[src/rtl/cim_cmd_issuer.sv]
// cim_cmd_issuer: sequences the M4BRAM CIM-mode write port through a full
// multi-chunk dot product (configure, start, copies, compute, done, reset).
// Ports:
//   clk, reset                    clock, async active-high reset
//   job_valid/job_ready           job descriptor handshake
//   job_sign, job_prec_m1,
//   job_nchunk_m1                 job descriptor fields
//   act_valid/act_ready, act_data activation word stream (2-entry FIFO)
//   cim_en, in_clear, data,
//   byte_en                       BRAM CIM-mode write port (registered)
//   rd_valid/rd_ack               accumulator readout window handshake
//   busy, err_underrun            status
module cim_cmd_issuer (
    input  logic        clk,
    input  logic        reset,
    input  logic        job_valid,
    output logic        job_ready,
    input  logic        job_sign,
    input  logic [2:0]  job_prec_m1,
    input  logic [7:0]  job_nchunk_m1,
    input  logic        act_valid,
    output logic        act_ready,
    input  logic [31:0] act_data,
    output logic        cim_en,
    output logic        in_clear,
    output logic [31:0] data,
    output logic [3:0]  byte_en,
    output logic        rd_valid,
    input  logic        rd_ack,
    output logic        busy,
    output logic        err_underrun
);

    typedef enum logic [3:0] {
        S_IDLE,
        S_CFG,
        S_START,
        S_LOAD1,
        S_LOAD2,
        S_RUN,
        S_ADD,
        S_ACC,
        S_DONE,
        S_RST
    } state_t;

    state_t      state;
    state_t      nxt;
    logic [7:0]  nchunk_q;
    logic [3:0]  run_last_q;
    logic [3:0]  run_last_new;
    logic [7:0]  chunk;
    logic [3:0]  cyc;

    logic [31:0] fifo_mem [2];
    logic        rd_ptr;
    logic        wr_ptr;
    logic [1:0]  count;

    logic        accept;
    logic        push;
    logic        pop;
    logic        copy_nxt;
    logic        last_chunk;

    assign job_ready  = (state == S_IDLE) && (count == 2'd2);
    assign act_ready  = (count != 2'd2);
    assign accept     = job_valid && job_ready;
    assign push       = act_valid && act_ready;
    assign last_chunk = (chunk == nchunk_q);
    // A copy cycle with an empty FIFO is still issued, just without a pop.
    assign pop        = copy_nxt && (count != 2'd0);

    // Index of the final RUN cycle, i.e. L-3.
    always_comb begin
        run_last_new = 4'd1;
        if (job_sign) begin
            if (job_prec_m1 == 3'd0)
                run_last_new = 4'd2;
            else
                run_last_new = {1'b0, job_prec_m1} + 4'd1;
        end else begin
            if (job_prec_m1 == 3'd0)
                run_last_new = 4'd1;
            else
                run_last_new = {1'b0, job_prec_m1};
        end
    end

    // Next-state decode; copy_nxt flags that the next cycle is a copy cycle.
    always_comb begin
        nxt      = state;
        copy_nxt = 1'b0;
        unique case (state)
            S_IDLE:  if (accept) nxt = S_CFG;
            S_CFG:   nxt = S_START;
            S_START: begin
                nxt      = S_LOAD1;
                copy_nxt = 1'b1;
            end
            S_LOAD1: begin
                nxt      = S_LOAD2;
                copy_nxt = 1'b1;
            end
            S_LOAD2: nxt = S_RUN;
            S_RUN: begin
                if (cyc == run_last_q) begin
                    nxt      = S_ADD;
                    copy_nxt = !last_chunk;
                end
            end
            S_ADD: begin
                nxt      = S_ACC;
                copy_nxt = !last_chunk;
            end
            S_ACC:   nxt = last_chunk ? S_DONE : S_RUN;
            S_DONE:  if (rd_ack) nxt = S_RST;
            S_RST:   nxt = S_IDLE;
            default: nxt = S_IDLE;
        endcase
    end

    // FSM with outputs registered from the next state.
    always_ff @(posedge clk or posedge reset) begin
        if (reset) begin
            state        <= S_IDLE;
            cim_en       <= 1'b0;
            in_clear     <= 1'b0;
            data         <= '0;
            byte_en      <= '0;
            rd_valid     <= 1'b0;
            busy         <= 1'b0;
            err_underrun <= 1'b0;
            nchunk_q     <= '0;
            run_last_q   <= '0;
            chunk        <= '0;
            cyc          <= '0;
        end else begin
            state    <= nxt;
            cim_en   <= (nxt != S_IDLE);
            busy     <= (nxt != S_IDLE);
            in_clear <= (nxt == S_CFG);
            rd_valid <= (nxt == S_DONE);
            data     <= pop ? fifo_mem[rd_ptr] : '0;

            unique case (nxt)
                S_CFG:   byte_en <= {job_sign, job_prec_m1};
                S_START: byte_en <= 4'b0100;
                S_LOAD1: byte_en <= 4'b0010;
                S_LOAD2: byte_en <= 4'b0010;
                S_ADD:   byte_en <= last_chunk ? 4'b0000 : 4'b0010;
                S_ACC:   byte_en <= last_chunk ? 4'b0001 : 4'b0010;
                S_RST:   byte_en <= 4'b1000;
                default: byte_en <= 4'b0000;
            endcase

            if (accept) begin
                nchunk_q     <= job_nchunk_m1;
                run_last_q   <= run_last_new;
                err_underrun <= 1'b0;
            end else if (copy_nxt && (count == 2'd0)) begin
                err_underrun <= 1'b1;
            end

            if (state == S_RUN && nxt == S_RUN)
                cyc <= cyc + 4'd1;
            else
                cyc <= '0;

            if (accept)
                chunk <= '0;
            else if (state == S_ACC && nxt == S_RUN)
                chunk <= chunk + 8'd1;
        end
    end

    // Activation FIFO pointers and occupancy.
    always_ff @(posedge clk or posedge reset) begin
        if (reset) begin
            rd_ptr <= 1'b0;
            wr_ptr <= 1'b0;
            count  <= 2'd0;
        end else begin
            if (push)
                wr_ptr <= ~wr_ptr;
            if (pop)
                rd_ptr <= ~rd_ptr;
            count <= count + {1'b0, push} - {1'b0, pop};
        end
    end

    always_ff @(posedge clk) begin
        if (push)
            fifo_mem[wr_ptr] <= act_data;
    end

endmodule

[config.mk]
export PLATFORM = sky130hd
export DESIGN_NAME = cim_cmd_issuer
export DESIGN_NICKNAME = d
export VERILOG_FILES = /design/src/rtl/cim_cmd_issuer.sv
export SDC_FILE = /design/constraint.sdc
export NUM_CORES = 1
export LEC_CHECK = 0
export BUFFER_PORTS_ARGS = -buffer_cell sky130_fd_sc_hd__buf_2
export CAP_MARGIN = 40
export CORE_ASPECT_RATIO = 1.4
export CORE_MARGIN = 1
export CORE_UTILIZATION = 60
export CTS_BUF_LIST = sky130_fd_sc_hd__clkbuf_16
export DETAILED_ROUTE_END_ITERATION = 10
export PLACE_DENSITY = 0.89
export SLEW_MARGIN = 20
export SYNTH_ARGS = -nofsm -noshare
export SYNTH_HDL_FRONTEND = slang
export SYNTH_SLANG_ARGS = --single-unit
[constraint.sdc]
create_clock -name clk -period 5.6 [get_ports clk]
set_input_delay 0.56 -clock clk [delete_from_list [all_inputs] [get_ports clk]]
set_output_delay 0.56 -clock clk [all_outputs]
set_load 0.02 [all_outputs]
==> flow_summary.json <==
{
  "critical_path_class": "flop to flop",
  "worstPathArrival_ns": 3.13,
  "first_global_vias": 3753,
  "dp.cells": 570,
  "fp.dieH_um": 114,
  "setup_ws_ns": 2.79,
  "cts_root_buffer": "clkbuf_16",
  "syn_nets": 442,
  "grt.overflow.total": 0,
  "tns_ns": 0,
  "clockBufferDepth": 2,
  "skew_ns": 0.00543,
  "coreArea_um2": 8660,
  "worstMarginPinSlew_ns": 0.741,
  "fin_crit_ns": 2.81,
  "total_power_w": 0.00300,
  "mostFrequentLayoutCell": "buf_2",
  "final_cell_mix": "buf_2 (91), dfrtp_1 (71), edfxtp_1 (64), nand2_1 (43), mux2i_1 (36)",
  "place_ws_ns": 2.88,
  "die_w_um": 82.2,
  "yosys_warnings": 0,
  "pwr-share-comb_pct": 17.1,
  "synth_top_area_share_pct": 35.6,
  "synthArstFlopShare_pct": 52.9,
  "final_cells": 603,
  "fmax_mhz": 356,
  "rsz0062_at_grt": "false",
  "cts_sinks": 136,
  "drc_errors": 0,
  "clkTransAtPathRegs_ns": 0.06,
  "yosysUniqueCellTypes": 51,
  "vias": 3454,
  "critPathRequiredTime_ns": 5.92,
  "ys_seq_area_share_pct": 68.9,
  "cts_tree": "done",
  "wl_per_cell_um": 17.8,
  "p_seq_share_pct": 42.7,
  "htree_num_levels": 4,
  "gp_congestion": 0.846,
  "p_per_area_nw_per_um2": 450,
  "holdCritPathClass": "input pin to async pin",
  "drive_above_1_share_pct": 30.5,
  "post_cts_buffers": 0,
  "numCtsBuffers": 17,
  "syn_avg_cell_area_um2": 14.0,
  "start_util_pct": 62.4,
  "netlist_area_um2": 5400,
  "antenna_found_initial": 0,
  "end_kind": "flop",
  "ir_drop_uv": 342,
  "cts_hold_buf": 0,
  "cp_max_fo": 13,
  "synth_ff_type": "dfrtp_1",
  "nNetsFinal": 540,
  "grt_pass1_wl_um": 17400,
  "syn2layout_area_growth_pct": 23.4,
  "yosysTopAreaCell": "edfxtp_1",
  "switching_share_pct": 26.0,
  "start_kind": "flop",
  "fillers": 493,
  "port_buffers": 91,
  "hold_viol_final": 0,
  "io_pins": 92,
  "timing.hold.ws_ns": 0.159,
  "period_share_pct": 50.2,
  "status": "complete, no violations",
  "synth-edff-count": 64,
  "max-slew-margin-rel_pct": 50.5,
  "ys_seq_elements": 136,
  "synthCells": 387,
  "cts_resized": 0,
  "drt_iter0_markers": 278,
  "clkPwrFrac_pct": 40.2,
  "clk_latency_ns": 0.41,
  "synthTopCellsByArea": "edfxtp_1 (36%), dfrtp_1 (33%), mux2i_1 (6.7%)",
  "setup_viol": 0,
  "postRouteAntennaNets": 0,
  "num_rows": 40,
  "vias_per_cell": 5.73,
  "grt_max_degree": 57,
  "power.switching_w": 0.000780,
  "p_leak_nw": 3.07,
  "p_int_w": 0.00222,
  "dr.pass1.iters": 4,
  "grt_use_total_pct": 25.8,
  "maxCapViolCount": 0,
  "finalWirelength_um": 10800,
  "dpl.hpwl_um": 6650,
  "dieArea_um2": 9390,
  "drv_slew": 0,
  "diodes": 0
}
## logic make-up (layout without fill, tap and decap cells)
family / after synthesis / count (layout) / share of synthesized area, %
and+or+nand+nor: 129 / 129 / 12.7
DFF: 136 / 136 / 68.9
adders and majority gates: 6 / 6 / 1.39
xor gates and xnor gates: 22 / 22 / 3.57
buffers and inverters: 30 / 141 / 2.89
AOI/OAI and AO/OA: 28 / 28 / 3.89
muxes: 36 / 36 / 6.67
## routing by layer
metal / share of wire, % / track usage [%] / vias to the layer above
met3: 4.2 / 6.06 / 27
met2: 56 / 45.7 / 122
met5: 0 / 0 / -
met1: 37 / 27.8 / 1733
met4: 3.0 / 13.9 / 0
li1: - / - / 1572
## Yosys cell counts, types with 5 or more instances
master / number
a21oi_1: 8
buf_2: 5
clkbuf_1: 6
dfrtp_1: 72
edfxtp_1: 64
ha_1: 6
inv_1: 10
mux2i_1: 36
nand2_1: 43
nand3_1: 5
nand4_1: 5
nor2_1: 15
nor3_1: 34
o21ai_0: 5
xnor2_1: 12
xor2_1: 10
## metrics by stage
step / cell area, um^2 / utilization (%)
2_1_floorplan: 5400 / -
3_3_place_gp: 5910 / 68.2
3_5_place_dp: 6000 / 69.2
4_1_cts: 6650 / 76.7
5_1_grt: 6670 / 77.0
6_report: 6670 / 77.0
## area by class of cell
class / instances / area (um^2) / area share, %
Sequential cell: 136 / 3720 / 55.9
Multi-Input combinational cell: 221 / 1540 / 23.1
Timing Repair Buffer: 98 / 581 / 8.71
Clock buffer: 17 / 425 / 6.38
Clock inverter: 15 / 224 / 3.36
Tap cell: 105 / 131 / 1.97
Inverter: 11 / 41.3 / 0.619
## power groups by stage
stage	Combinational, W	Sequential, W	Clock, W
finish	0.000514	0.00128	0.00121
global placement	0.000403	0.00132	0
CTS	0.000500	0.00128	0.00121
global route	0.000569	0.00129	0.00125
floorplan	0.000379	0.00125	0
detailed placement	0.000485	0.00129	0
## flip-flops by register name (all words and copies together), names as in the netlist, 2 cells and up
| register | cells |
|---|---|
| state | 4 |
| count | 2 |
| data | 32 |
| run_last_q | 4 |
| nchunk_q | 8 |
| fifo_mem | 64 |
| chunk | 8 |
| byte_en | 4 |
| cyc | 4 |
## path summary, 6_finish.rpt
path / from / to / slack (ns) / cells after the start
max: chunk[1] / count[1] / 2.79 / 10
min: reset / chunk[4] / 0.16 / 3
max reg2reg: chunk[1] / count[1] / 2.79 / 10
min reg2reg: run_last_q[1] / run_last_q[1] / 0.51 / 2
max in group asynchronous: reset / rd_ptr / 4.89 / 4
min in group clk: act_data[25] / fifo_mem[1][25] / 0.34 / 1
## worst max-delay path, stage by stage, from the launching register on
cell and delay (ns):
dfrtp_1 0.42, xor2_1 0.19, nor4_4 0.42, nand2_2 0.18, a31oi_4 0.51, nor2_1 0.11
ha_1 0.31, inv_1 0.04, ha_1 0.18, xnor2_1 0.19, xnor2_1 0.16
(Power assumes the default switching activity.)
